## config.mk

```make
export PLATFORM = sky130hd
export DESIGN_NAME = adpcm_mc_encoder
export DESIGN_NICKNAME = d
export VERILOG_FILES = /design/src/rtl/adpcm_pkg.sv /design/src/rtl/adpcm_step_rom.sv /design/src/rtl/adpcm_mc_encoder.sv
export SDC_FILE = /design/constraint.sdc
export NUM_CORES = 1
export LEC_CHECK = 0
export ABC_CLOCK_PERIOD_IN_PS = 11500
export CAP_MARGIN = 20
export CORE_MARGIN = 8
export CORE_UTILIZATION = 45
export CTS_CLUSTER_SIZE = 10
export DETAILED_ROUTE_END_ITERATION = 6
export PLACE_DENSITY = 0.63
export SKIP_CTS_REPAIR_TIMING = 1
export SLEW_MARGIN = 40
export SYNTH_ARGS = -nofsm -noshare
export SYNTH_HDL_FRONTEND = slang
export SYNTH_HIERARCHICAL = 1
export SYNTH_SLANG_ARGS = --single-unit
export TNS_END_PERCENT = 10
```

## constraint.sdc

```tcl
create_clock -name clk -period 11.5 [get_ports clk]
set_clock_uncertainty 0.15 [all_clocks]
set_input_delay 1.15 -clock clk [delete_from_list [all_inputs] [get_ports clk]]
set_output_delay 1.15 -clock clk [all_outputs]
set_load 0.005 [all_outputs]
```

## src/rtl/adpcm_pkg.sv

```systemverilog
// Shared IMA ADPCM constants, tables and types used by the encoder and its sub-blocks.
package adpcm_pkg;

  localparam int SAMPLE_W  = 16;
  localparam int CODE_W    = 4;
  localparam int MAX_INDEX = 88;

  localparam logic [15:0] STEP_TABLE [0:88] = '{
    16'd7,     16'd8,     16'd9,     16'd10,    16'd11,    16'd12,    16'd13,    16'd14,
    16'd16,    16'd17,    16'd19,    16'd21,    16'd23,    16'd25,    16'd28,    16'd31,
    16'd34,    16'd37,    16'd41,    16'd45,    16'd50,    16'd55,    16'd60,    16'd66,
    16'd73,    16'd80,    16'd88,    16'd97,    16'd107,   16'd118,   16'd130,   16'd143,
    16'd157,   16'd173,   16'd190,   16'd209,   16'd230,   16'd253,   16'd279,   16'd307,
    16'd337,   16'd371,   16'd408,   16'd449,   16'd494,   16'd544,   16'd598,   16'd658,
    16'd724,   16'd796,   16'd876,   16'd963,   16'd1060,  16'd1166,  16'd1282,  16'd1411,
    16'd1552,  16'd1707,  16'd1878,  16'd2066,  16'd2272,  16'd2499,  16'd2749,  16'd3024,
    16'd3327,  16'd3660,  16'd4026,  16'd4428,  16'd4871,  16'd5358,  16'd5894,  16'd6484,
    16'd7132,  16'd7845,  16'd8630,  16'd9493,  16'd10442, 16'd11487, 16'd12635, 16'd13899,
    16'd15289, 16'd16818, 16'd18500, 16'd20350, 16'd22385, 16'd24623, 16'd27086, 16'd29794,
    16'd32767
  };

  localparam logic signed [4:0] INDEX_TABLE [0:7] = '{
    -5'sd1, -5'sd1, -5'sd1, -5'sd1, 5'sd2, 5'sd4, 5'sd6, 5'sd8
  };

  typedef struct packed {
    logic signed [15:0] pred;
    logic [6:0]         index;
  } ch_state_t;

  typedef enum logic [2:0] {IDLE, DIFF, QUANT, UPD, OUT} enc_state_e;

endpackage

```

## src/rtl/adpcm_step_rom.sv

```systemverilog
// Combinational IMA step-size lookup; out-of-range indices return the largest step.
module adpcm_step_rom
  import adpcm_pkg::*;
(
  input  logic [6:0]  index,
  output logic [15:0] step
);

  // Table lookup with a clamp for indices above the table end
  always_comb begin
    if (index <= 7'(MAX_INDEX)) begin
      step = STEP_TABLE[index];
    end else begin
      step = STEP_TABLE[MAX_INDEX];
    end
  end

endmodule

```

## src/rtl/adpcm_mc_encoder.sv

```systemverilog
// Time-multiplexed IMA ADPCM encoder: NUM_CH channels share one quantiser; each
// sample walks DIFF, three QUANT cycles and UPD, then waits in OUT until taken.
module adpcm_mc_encoder
  import adpcm_pkg::*;
#(
  parameter int NUM_CH = 2,
  parameter int CH_W   = (NUM_CH > 1) ? $clog2(NUM_CH) : 1
) (
  input  logic                       clk,
  input  logic                       reset,
  input  logic                       in_valid,
  output logic                       in_ready,
  input  logic signed [SAMPLE_W-1:0] in_sample,
  input  logic [CH_W-1:0]            in_ch,
  output logic                       out_valid,
  input  logic                       out_ready,
  output logic [CODE_W-1:0]          out_code,
  output logic [CH_W-1:0]            out_ch,
  input  logic                       ch_clear,
  input  logic [CH_W-1:0]            ch_clear_id,
  output logic                       err_badch
);

  localparam logic [2:0] ST_IDLE  = IDLE;
  localparam logic [2:0] ST_DIFF  = DIFF;
  localparam logic [2:0] ST_QUANT = QUANT;
  localparam logic [2:0] ST_UPD   = UPD;
  localparam logic [2:0] ST_OUT   = OUT;

  logic [2:0]         state_r;
  logic [1:0]         qcnt_r;
  logic [CH_W-1:0]    ch_r;
  logic signed [15:0] sample_r;
  logic signed [15:0] pred_r;
  logic [6:0]         index_r;
  logic               sign_r;
  logic [16:0]        mag_r;
  logic [16:0]        vpdiff_r;
  logic [15:0]        step_r;
  logic [2:0]         code_r;
  logic               kill_r;
  logic               in_ready_r;
  logic               out_valid_r;
  logic [3:0]         out_code_r;
  logic [CH_W-1:0]    out_ch_r;
  logic               err_badch_r;
  ch_state_t          ch_state_r [NUM_CH];

  logic               accept_s;
  logic               in_ch_ok_s;
  logic               clr_ok_s;
  logic               wb_s;
  ch_state_t          ch_rd_s;
  logic signed [16:0] diff_s;
  logic [16:0]        mag_s;
  logic [15:0]        rom_step_s;
  logic signed [17:0] pred_sum_s;
  logic signed [15:0] pred_new_s;
  logic signed [4:0]  idx_delta_s;
  logic signed [8:0]  idx_sum_s;
  logic [6:0]         idx_new_s;

  adpcm_step_rom u_step_rom (
    .index (index_r),
    .step  (rom_step_s)
  );

  assign accept_s   = in_valid && in_ready_r;
  assign in_ch_ok_s = (32'(in_ch) < NUM_CH);
  assign clr_ok_s   = ch_clear && (32'(ch_clear_id) < NUM_CH);
  assign wb_s       = (state_r == ST_UPD) && !kill_r;

  assign in_ready  = in_ready_r;
  assign out_valid = out_valid_r;
  assign out_code  = out_code_r;
  assign out_ch    = out_ch_r;
  assign err_badch = err_badch_r;

  // Channel read mux, difference/magnitude and saturating predictor/index update
  always_comb begin
    ch_rd_s = '0;
    for (int i = 0; i < NUM_CH; i++) begin
      ch_rd_s = (in_ch == CH_W'(i)) ? ch_state_r[i] : ch_rd_s;
    end

    diff_s = {sample_r[15], sample_r} - {pred_r[15], pred_r};
    mag_s  = diff_s[16] ? (17'd0 - diff_s) : diff_s;

    pred_sum_s = sign_r ? ({{2{pred_r[15]}}, pred_r} - {1'b0, vpdiff_r})
                        : ({{2{pred_r[15]}}, pred_r} + {1'b0, vpdiff_r});
    if (pred_sum_s > 18'sd32767) begin
      pred_new_s = 16'sh7FFF;
    end else if (pred_sum_s < -18'sd32768) begin
      pred_new_s = 16'sh8000;
    end else begin
      pred_new_s = pred_sum_s[15:0];
    end

    idx_delta_s = INDEX_TABLE[code_r];
    idx_sum_s   = {2'b00, index_r} + {{4{idx_delta_s[4]}}, idx_delta_s};
    if (idx_sum_s < 9'sd0) begin
      idx_new_s = 7'd0;
    end else if (idx_sum_s > 9'sd88) begin
      idx_new_s = 7'(MAX_INDEX);
    end else begin
      idx_new_s = idx_sum_s[6:0];
    end
  end

  // Encoder sequencer, quantiser datapath and output registers
  always_ff @(posedge clk) begin
    if (reset) begin
      state_r     <= ST_IDLE;
      qcnt_r      <= 2'd0;
      ch_r        <= '0;
      sample_r    <= 16'sd0;
      pred_r      <= 16'sd0;
      index_r     <= 7'd0;
      sign_r      <= 1'b0;
      mag_r       <= 17'd0;
      vpdiff_r    <= 17'd0;
      step_r      <= 16'd0;
      code_r      <= 3'd0;
      kill_r      <= 1'b0;
      in_ready_r  <= 1'b1;
      out_valid_r <= 1'b0;
      out_code_r  <= 4'd0;
      out_ch_r    <= '0;
      err_badch_r <= 1'b0;
    end else begin
      case (state_r)
        ST_IDLE: begin
          if (accept_s && !in_ch_ok_s) begin
            err_badch_r <= 1'b1;
          end else if (accept_s) begin
            sample_r   <= in_sample;
            ch_r       <= in_ch;
            pred_r     <= ch_rd_s.pred;
            index_r    <= ch_rd_s.index;
            kill_r     <= clr_ok_s && (ch_clear_id == in_ch);
            in_ready_r <= 1'b0;
            state_r    <= ST_DIFF;
          end
        end
        ST_DIFF: begin
          sign_r   <= diff_s[16];
          mag_r    <= mag_s;
          step_r   <= rom_step_s;
          vpdiff_r <= {4'd0, rom_step_s[15:3]};
          code_r   <= 3'd0;
          qcnt_r   <= 2'd2;
          state_r  <= ST_QUANT;
          if (clr_ok_s && (ch_clear_id == ch_r)) kill_r <= 1'b1;
        end
        ST_QUANT: begin
          if (mag_r >= {1'b0, step_r}) begin
            code_r[qcnt_r] <= 1'b1;
            mag_r          <= mag_r - {1'b0, step_r};
            vpdiff_r       <= vpdiff_r + {1'b0, step_r};
          end
          step_r <= step_r >> 1;
          if (qcnt_r == 2'd0) begin
            state_r <= ST_UPD;
          end else begin
            qcnt_r <= qcnt_r - 2'd1;
          end
          if (clr_ok_s && (ch_clear_id == ch_r)) kill_r <= 1'b1;
        end
        ST_UPD: begin
          out_code_r  <= {sign_r, code_r};
          out_ch_r    <= ch_r;
          out_valid_r <= 1'b1;
          state_r     <= ST_OUT;
        end
        ST_OUT: begin
          if (out_ready) begin
            out_valid_r <= 1'b0;
            in_ready_r  <= 1'b1;
            state_r     <= ST_IDLE;
          end
        end
        default: begin
          out_valid_r <= 1'b0;
          in_ready_r  <= 1'b1;
          state_r     <= ST_IDLE;
        end
      endcase
    end
  end

  // Per-channel state; a clear outranks a same-cycle write-back
  always_ff @(posedge clk) begin
    for (int i = 0; i < NUM_CH; i++) begin
      if (reset) begin
        ch_state_r[i] <= '0;
      end else if (clr_ok_s && (ch_clear_id == CH_W'(i))) begin
        ch_state_r[i] <= '0;
      end else if (wb_s && (ch_r == CH_W'(i))) begin
        ch_state_r[i] <= '{pred: pred_new_s, index: idx_new_s};
      end
    end
  end

endmodule

```

### After elaboration in Yosys (flattened, before gate mapping)

Memories as Yosys holds them, arrays and structs flattened.
Cells that the tools add are included.

* ROM bits: 2088
* flip-flop bits (word level): 107
* word-level logic and storage cells: 139
* memories kept: 3
* output and inout bits: 8
* RAM bits: 46

Memory list
* (no name shown): depth 128, width 16, rd ports 1, clocked after Yosys merged registers in 0, write ports 0, RTL line adpcm_step_rom.sv:12 `step = STEP_TABLE[index];`
* ch_state_r: depth 2, width 23, rd ports 2, clocked after Yosys merged registers in 0, write ports 2, RTL line adpcm_mc_encoder.sv:47 `ch_state_t ch_state_r [NUM_CH];`
* (no name shown): depth 8, width 5, rd ports 1, clocked after Yosys merged registers in 0, write ports 0, RTL line adpcm_mc_encoder.sv:99 `idx_delta_s = INDEX_TABLE[code_r];`

* multiplexer cells: 55
* reductions and logical operators: 24
* bitwise logic cells: 11
* equal/unequal tests: 12
* add/subtract/negate cells: 8
* order comparisons: 10

Operator list (count)
* 2-to-1 mux 23 bit: 5
* 2-to-1 mux 16 bit: 5
* one-hot mux 17 bit (2 select lines): 2
* 2-to-1 mux 17 bit: 3
* one-hot mux 16 bit (2 select lines): 1
* 2-to-1 mux 1 bit: 22
* adder 18 x 17 -> 18 bit: 1
* greater-than comparator 18 x 16 -> 1 bit, second input constant: 1
* < comparator 18 x 16 -> 1 bit, second input constant: 1
* 2-to-1 mux 18 bit: 1
* subtractor 18 x 17 -> 18 bit: 1
* adder 17 x 16 -> 17 bit: 1
* greater-or-equal comparator 17 x 16 -> 1 bit: 1
* subtractor 1 x 17 -> 17 bit, first input constant: 1
* subtractor 16 x 16 -> 17 bit: 1
* subtractor 17 x 16 -> 17 bit: 1
* one-hot mux 3 bit (5 select lines): 1
* 2-to-1 mux 7 bit: 2
* 2-to-1 mux 3 bit: 4
* 2-to-1 mux 5 bit: 2
* != test 2 bit, second input constant: 5
* adder 8 x 5 -> 9 bit: 1
* greater-than comparator 9 x 8 -> 1 bit, second input constant: 1
* logical AND 1 bit: 9
* 31 further kinds: 47

### Depth between registers and ports, before layout

* word-level depth: 9
* mapped depth: 17
* depth with buffers taken out: 16

### Modules after synthesis

The synthesis kept the hierarchy.

Modules (own cells, without submodules)
* adpcm_mc_encoder: instances 1, cells each 1237, area an instance 10553.9 um2
* adpcm_step_rom: instances 1, cells each 267, area an instance 1770.4 um2

### Worst setup path after synthesis

Ideal clock, no wire load.

* path type: register to register
* from: register sign_r
* to: memory ch_state_r[1][12] (netlist name), data pin
* library setup time: 0.273 ns
* stages on the path, launching flop included: 15
* arrival: 3.375 ns
* slack: 7.702 ns
* path through: dfxtp_1 -> clkbuf_1 -> buf_1 -> mux2i_1 -> fa_1 -> a21o_1 -> a21o_1 -> a21oi_1 -> o21ai_0 -> a21o_1 -> a311oi_1 -> o31ai_1 -> nand4b_1 -> clkbuf_1 -> o31ai_1

RTL lines
* start: declaration: RTL line adpcm_mc_encoder.sv:36 `logic sign_r;`
* start signal: assignment: RTL line adpcm_mc_encoder.sv:146 `sign_r <= diff_s[16];`
* end: declaration: RTL line adpcm_mc_encoder.sv:47

==> metrics.yaml <==
hold_violations: 0
critical_path_depth: 15
dieArea_um2: 32900
path_class: "reg -> reg"
cellLeakagePower_nw: 5.17
grt_first_pass_wirelength_mm: 55.8
overflow: 0
synth_ff_type: "dfxtp_1"
grt_use_total_pct: 20.9
drt_iter0_markers: 1114
vdd_ir_drop_max_v: 0.000173
crit_path_end_kind: "register"
setup_violations: 0
cp_data_required_time_ns: 11.61
finalNetCount: 1595
io_pins: 31
fp-row-count: 60
critPathLaunchType: "register"
tightest_slew_ns: 0.823
syn_to_final_growth_pct: 7.41
slew_headroom_pct: 44.6
startpoint: "vpdiff_r[2]"
syn_inst: 1504
max_stage_delay_ns: 0.61
ys_ff_latch: 153
wl_met1_mm: 16.7
path_buf_inv: 0
power_density_nw_per_um2: 246
min_period_ns: 4.67
crit_family: "simple AND/OR/NAND/NOR gates"
netlist_area_um2: 12300
highest_layer: "met4"
yosysWarnings: 6
p_total_mw: 3.25
status: "finished clean"
r2r_start: "vpdiff_r[2]"
dr_wl_met3_mm: 1.70
critPathCapture: "ch_state_r[1][13]"
yosys.cell_types.count: 106
vias_per_cell: 6.04
worstPathArrival_ns: 4.78
synth_seq_area_share_pct: 28.6
start_util_pct: 45.7
slowest_stage: "nand4b_1"
grt_setup_unrepaired: "no"
cts_sinks: 153
cts_root_buf: "clkbuf_16"
clk_latency_ns: 0.44
hpwl_mm: 25.1
drt_wl_total_mm: 35.1
reg2reg_depth: 15
route.detailed.drc: 0
gp_congestion: 0.920
hold_path.class: "reg -> reg"
insertedDiodeCount: 0
grt_max_degree: 65
fp.dieH_um: 181
num_vias: 11053
crit_fanout: 13
crit_chain: "nor4_1 > and2_1 > nand2_1 > nor2_1 > a21oi_1 > xnor2_1 > ha_1 > a21o_1 > a21o_1 > a21oi_1 > mux2i_1 > o21ai_0 > o31ai_1 > nand4b_1 > o31ai_1"
max_cap_violations: 0
regToRegSetupSlack_ns: 6.83
antenna_left: 0
htree_levels: 4
fmax_ghz: 0.214
syn_area_per_cell_um2: 8.19
synth_fp_nets: 1623
reg2reg_to: "ch_state_r[1][13]"
fin_tns_setup_ns: 0
clk_pin_slew_ns: 0.07
synth_edf_count: 46
cts_buffer_depth: 2
io_buffers: 29
synth_area_leaders: "dfxtp_1 17%, edfxtp_1 11%, ha_1 9.2%, a21oi_1 5.5%, nand2_1 4.2%"
dr.pass1.iters: 5
async_reset_ff_share_pct: 0
grt_antenna_before_repair: 0
grt_pass1_vias: 10231
hold_ws_ns: 0.316
drive_above_1_share_pct: 7.45
synth_top_area_share_pct: 17.4
cts_buffers: 17
yosysTopAreaCell: "dfxtp_1"
wl_per_cell_um: 19.2
die_w_um: 181
cts_tree: "built"
dr_wl_met2_mm: 15.9
core_region_area_um2: 27000
maxSlewViolCount: 0
post-route-period-util_pct: 40.6
[state kept, by name, summed over array words and instances (netlist names), 2 cells and up]
signal	count
mag_r	17
code_r	3
ch_state_r	46
step_r	16
sample_r	16
qcnt_r	2
vpdiff_r	17
pred_r	16
state_r	3
index_r	7
out_code	4
[worst min-delay path, stage by stage (launching register included)]
cell,delay (ns)
dfxtp_1,0.32
nand2_1,0.05
a21oi_1,0.05
[synth_stat cells, drive strengths merged (6+ instances only)]
| master | number |
|---|---|
| nor4 | 7 |
| and3 | 14 |
| edfxtp | 46 |
| o31ai | 34 |
| xnor2 | 52 |
| a22oi | 15 |
| or2 | 6 |
| nor3 | 47 |
| a21oi | 135 |
| a31oi | 21 |
| nor2 | 137 |
| nand4 | 11 |
| a211oi | 61 |
| dfxtp | 107 |
| and2 | 16 |
| o311ai | 8 |
| o211ai | 10 |
| inv | 73 |
| a21o | 39 |
| mux2i | 37 |
| o22ai | 10 |
| nand2b | 22 |
| clkbuf | 56 |
| buf | 34 |
| a311oi | 8 |
| o21ai | 63 |
| ha | 91 |
| nor2b | 23 |
| a21boi | 6 |
| nand2 | 141 |
| xor2 | 24 |
| a31o | 7 |
| or3 | 16 |
| nand3 | 32 |
| o21a | 10 |
[placed cells by master (no fill, tap or decap), types with 6 or more instances in the layout]
cell type | synthesis | layout
xor2_1 | 22 | 22
nand4_1 | 11 | 11
or2_2 | 6 | 6
nand2_1 | 139 | 138
a21oi_1 | 135 | 132
nand3_1 | 30 | 30
nor4_1 | 7 | 6
a311oi_1 | 7 | 7
o21ai_0 | 52 | 52
o211ai_1 | 10 | 10
o21a_1 | 9 | 9
ha_1 | 91 | 91
dfxtp_1 | 107 | 103
a211oi_1 | 60 | 60
a31oi_1 | 20 | 20
a21o_1 | 39 | 38
clkdlybuf4s50_1 | 0 | 28
xnor2_1 | 52 | 52
mux2i_1 | 37 | 37
buf_4 | 8 | 16
o22ai_1 | 9 | 9
a22oi_1 | 15 | 15
clkbuf_16 | 0 | 17
and3_1 | 14 | 14
nor2_1 | 135 | 134
nor2b_1 | 22 | 22
or3_1 | 15 | 14
nand2b_1 | 21 | 21
inv_1 | 71 | 71
and2_1 | 14 | 14
o31ai_1 | 33 | 33
nor3_1 | 47 | 47
edfxtp_1 | 46 | 46
o21ai_1 | 9 | 9
[metrics by stage]
step	area, um^2	utilization, %	setup WS, ns	cells
CTS	13200	49.1	6.87	1830
finish	13200	49.1	6.83	1830
global route	13200	49.1	6.39	1830
floorplan	12300	-	7.70	1504
global placement	12600	46.9	7.00	1798
detailed placement	12700	47.0	6.93	1798
[worst min-delay path by stage]
stage | startpoint | endpoint | cells past startpoint
2_1_floorplan | mag_r[3] | mag_r[3] | 2
3_3_place_gp | mag_r[7] | mag_r[7] | 2
3_5_place_dp | mag_r[4] | mag_r[4] | 2
4_1_cts | mag_r[3] | mag_r[3] | 2
5_1_grt | mag_r[3] | mag_r[3] | 2
6_report | mag_r[3] | mag_r[3] | 2
[where the power goes]
group | total [mW] | internal [mW] | switching, mW
Sequential | 0.699 | 0.622 | 0.0769
Combinational | 1.99 | 0.766 | 1.23
Clock | 0.559 | 0.290 | 0.269
Total | 3.25 | 1.68 | 1.57
[area by class of cell]
type / count / area (um^2)
multi-input cells: 1187 / 8030
well taps: 341 / 427
clock buffers: 17 / 425
fillers: 2599 / 13700
flip-flops and latches: 153 / 3530
repair buffers: 44 / 400
inverters: 73 / 274
clock inverters: 15 / 151
[cells by family (layout without fill, tap and decap cells)]
group                      Yosys count  in the layout  share of synthesized area [%]
and+or+nand+nor                    498            498                           19.7
AOI/OAI and AO/OA                  472            472                           25.9
buffers and inverters              164            149                           6.49
DFF                                153            153                           28.6
adders and majority gates           96             96                           10.1
xor gates and xnor gates            76             76                           5.52
muxes                               43             43                           3.64
other                                2              2                         0.0609
[layer usage]
metal	vias to the layer above	global-route usage (%)
met2	340	33.5
li1	5447	-
met1	5214	28.7
met3	52	2.50
met5	-	0
met4	0	6.95
No activity file was read; power rests on OpenSTA's default activity.
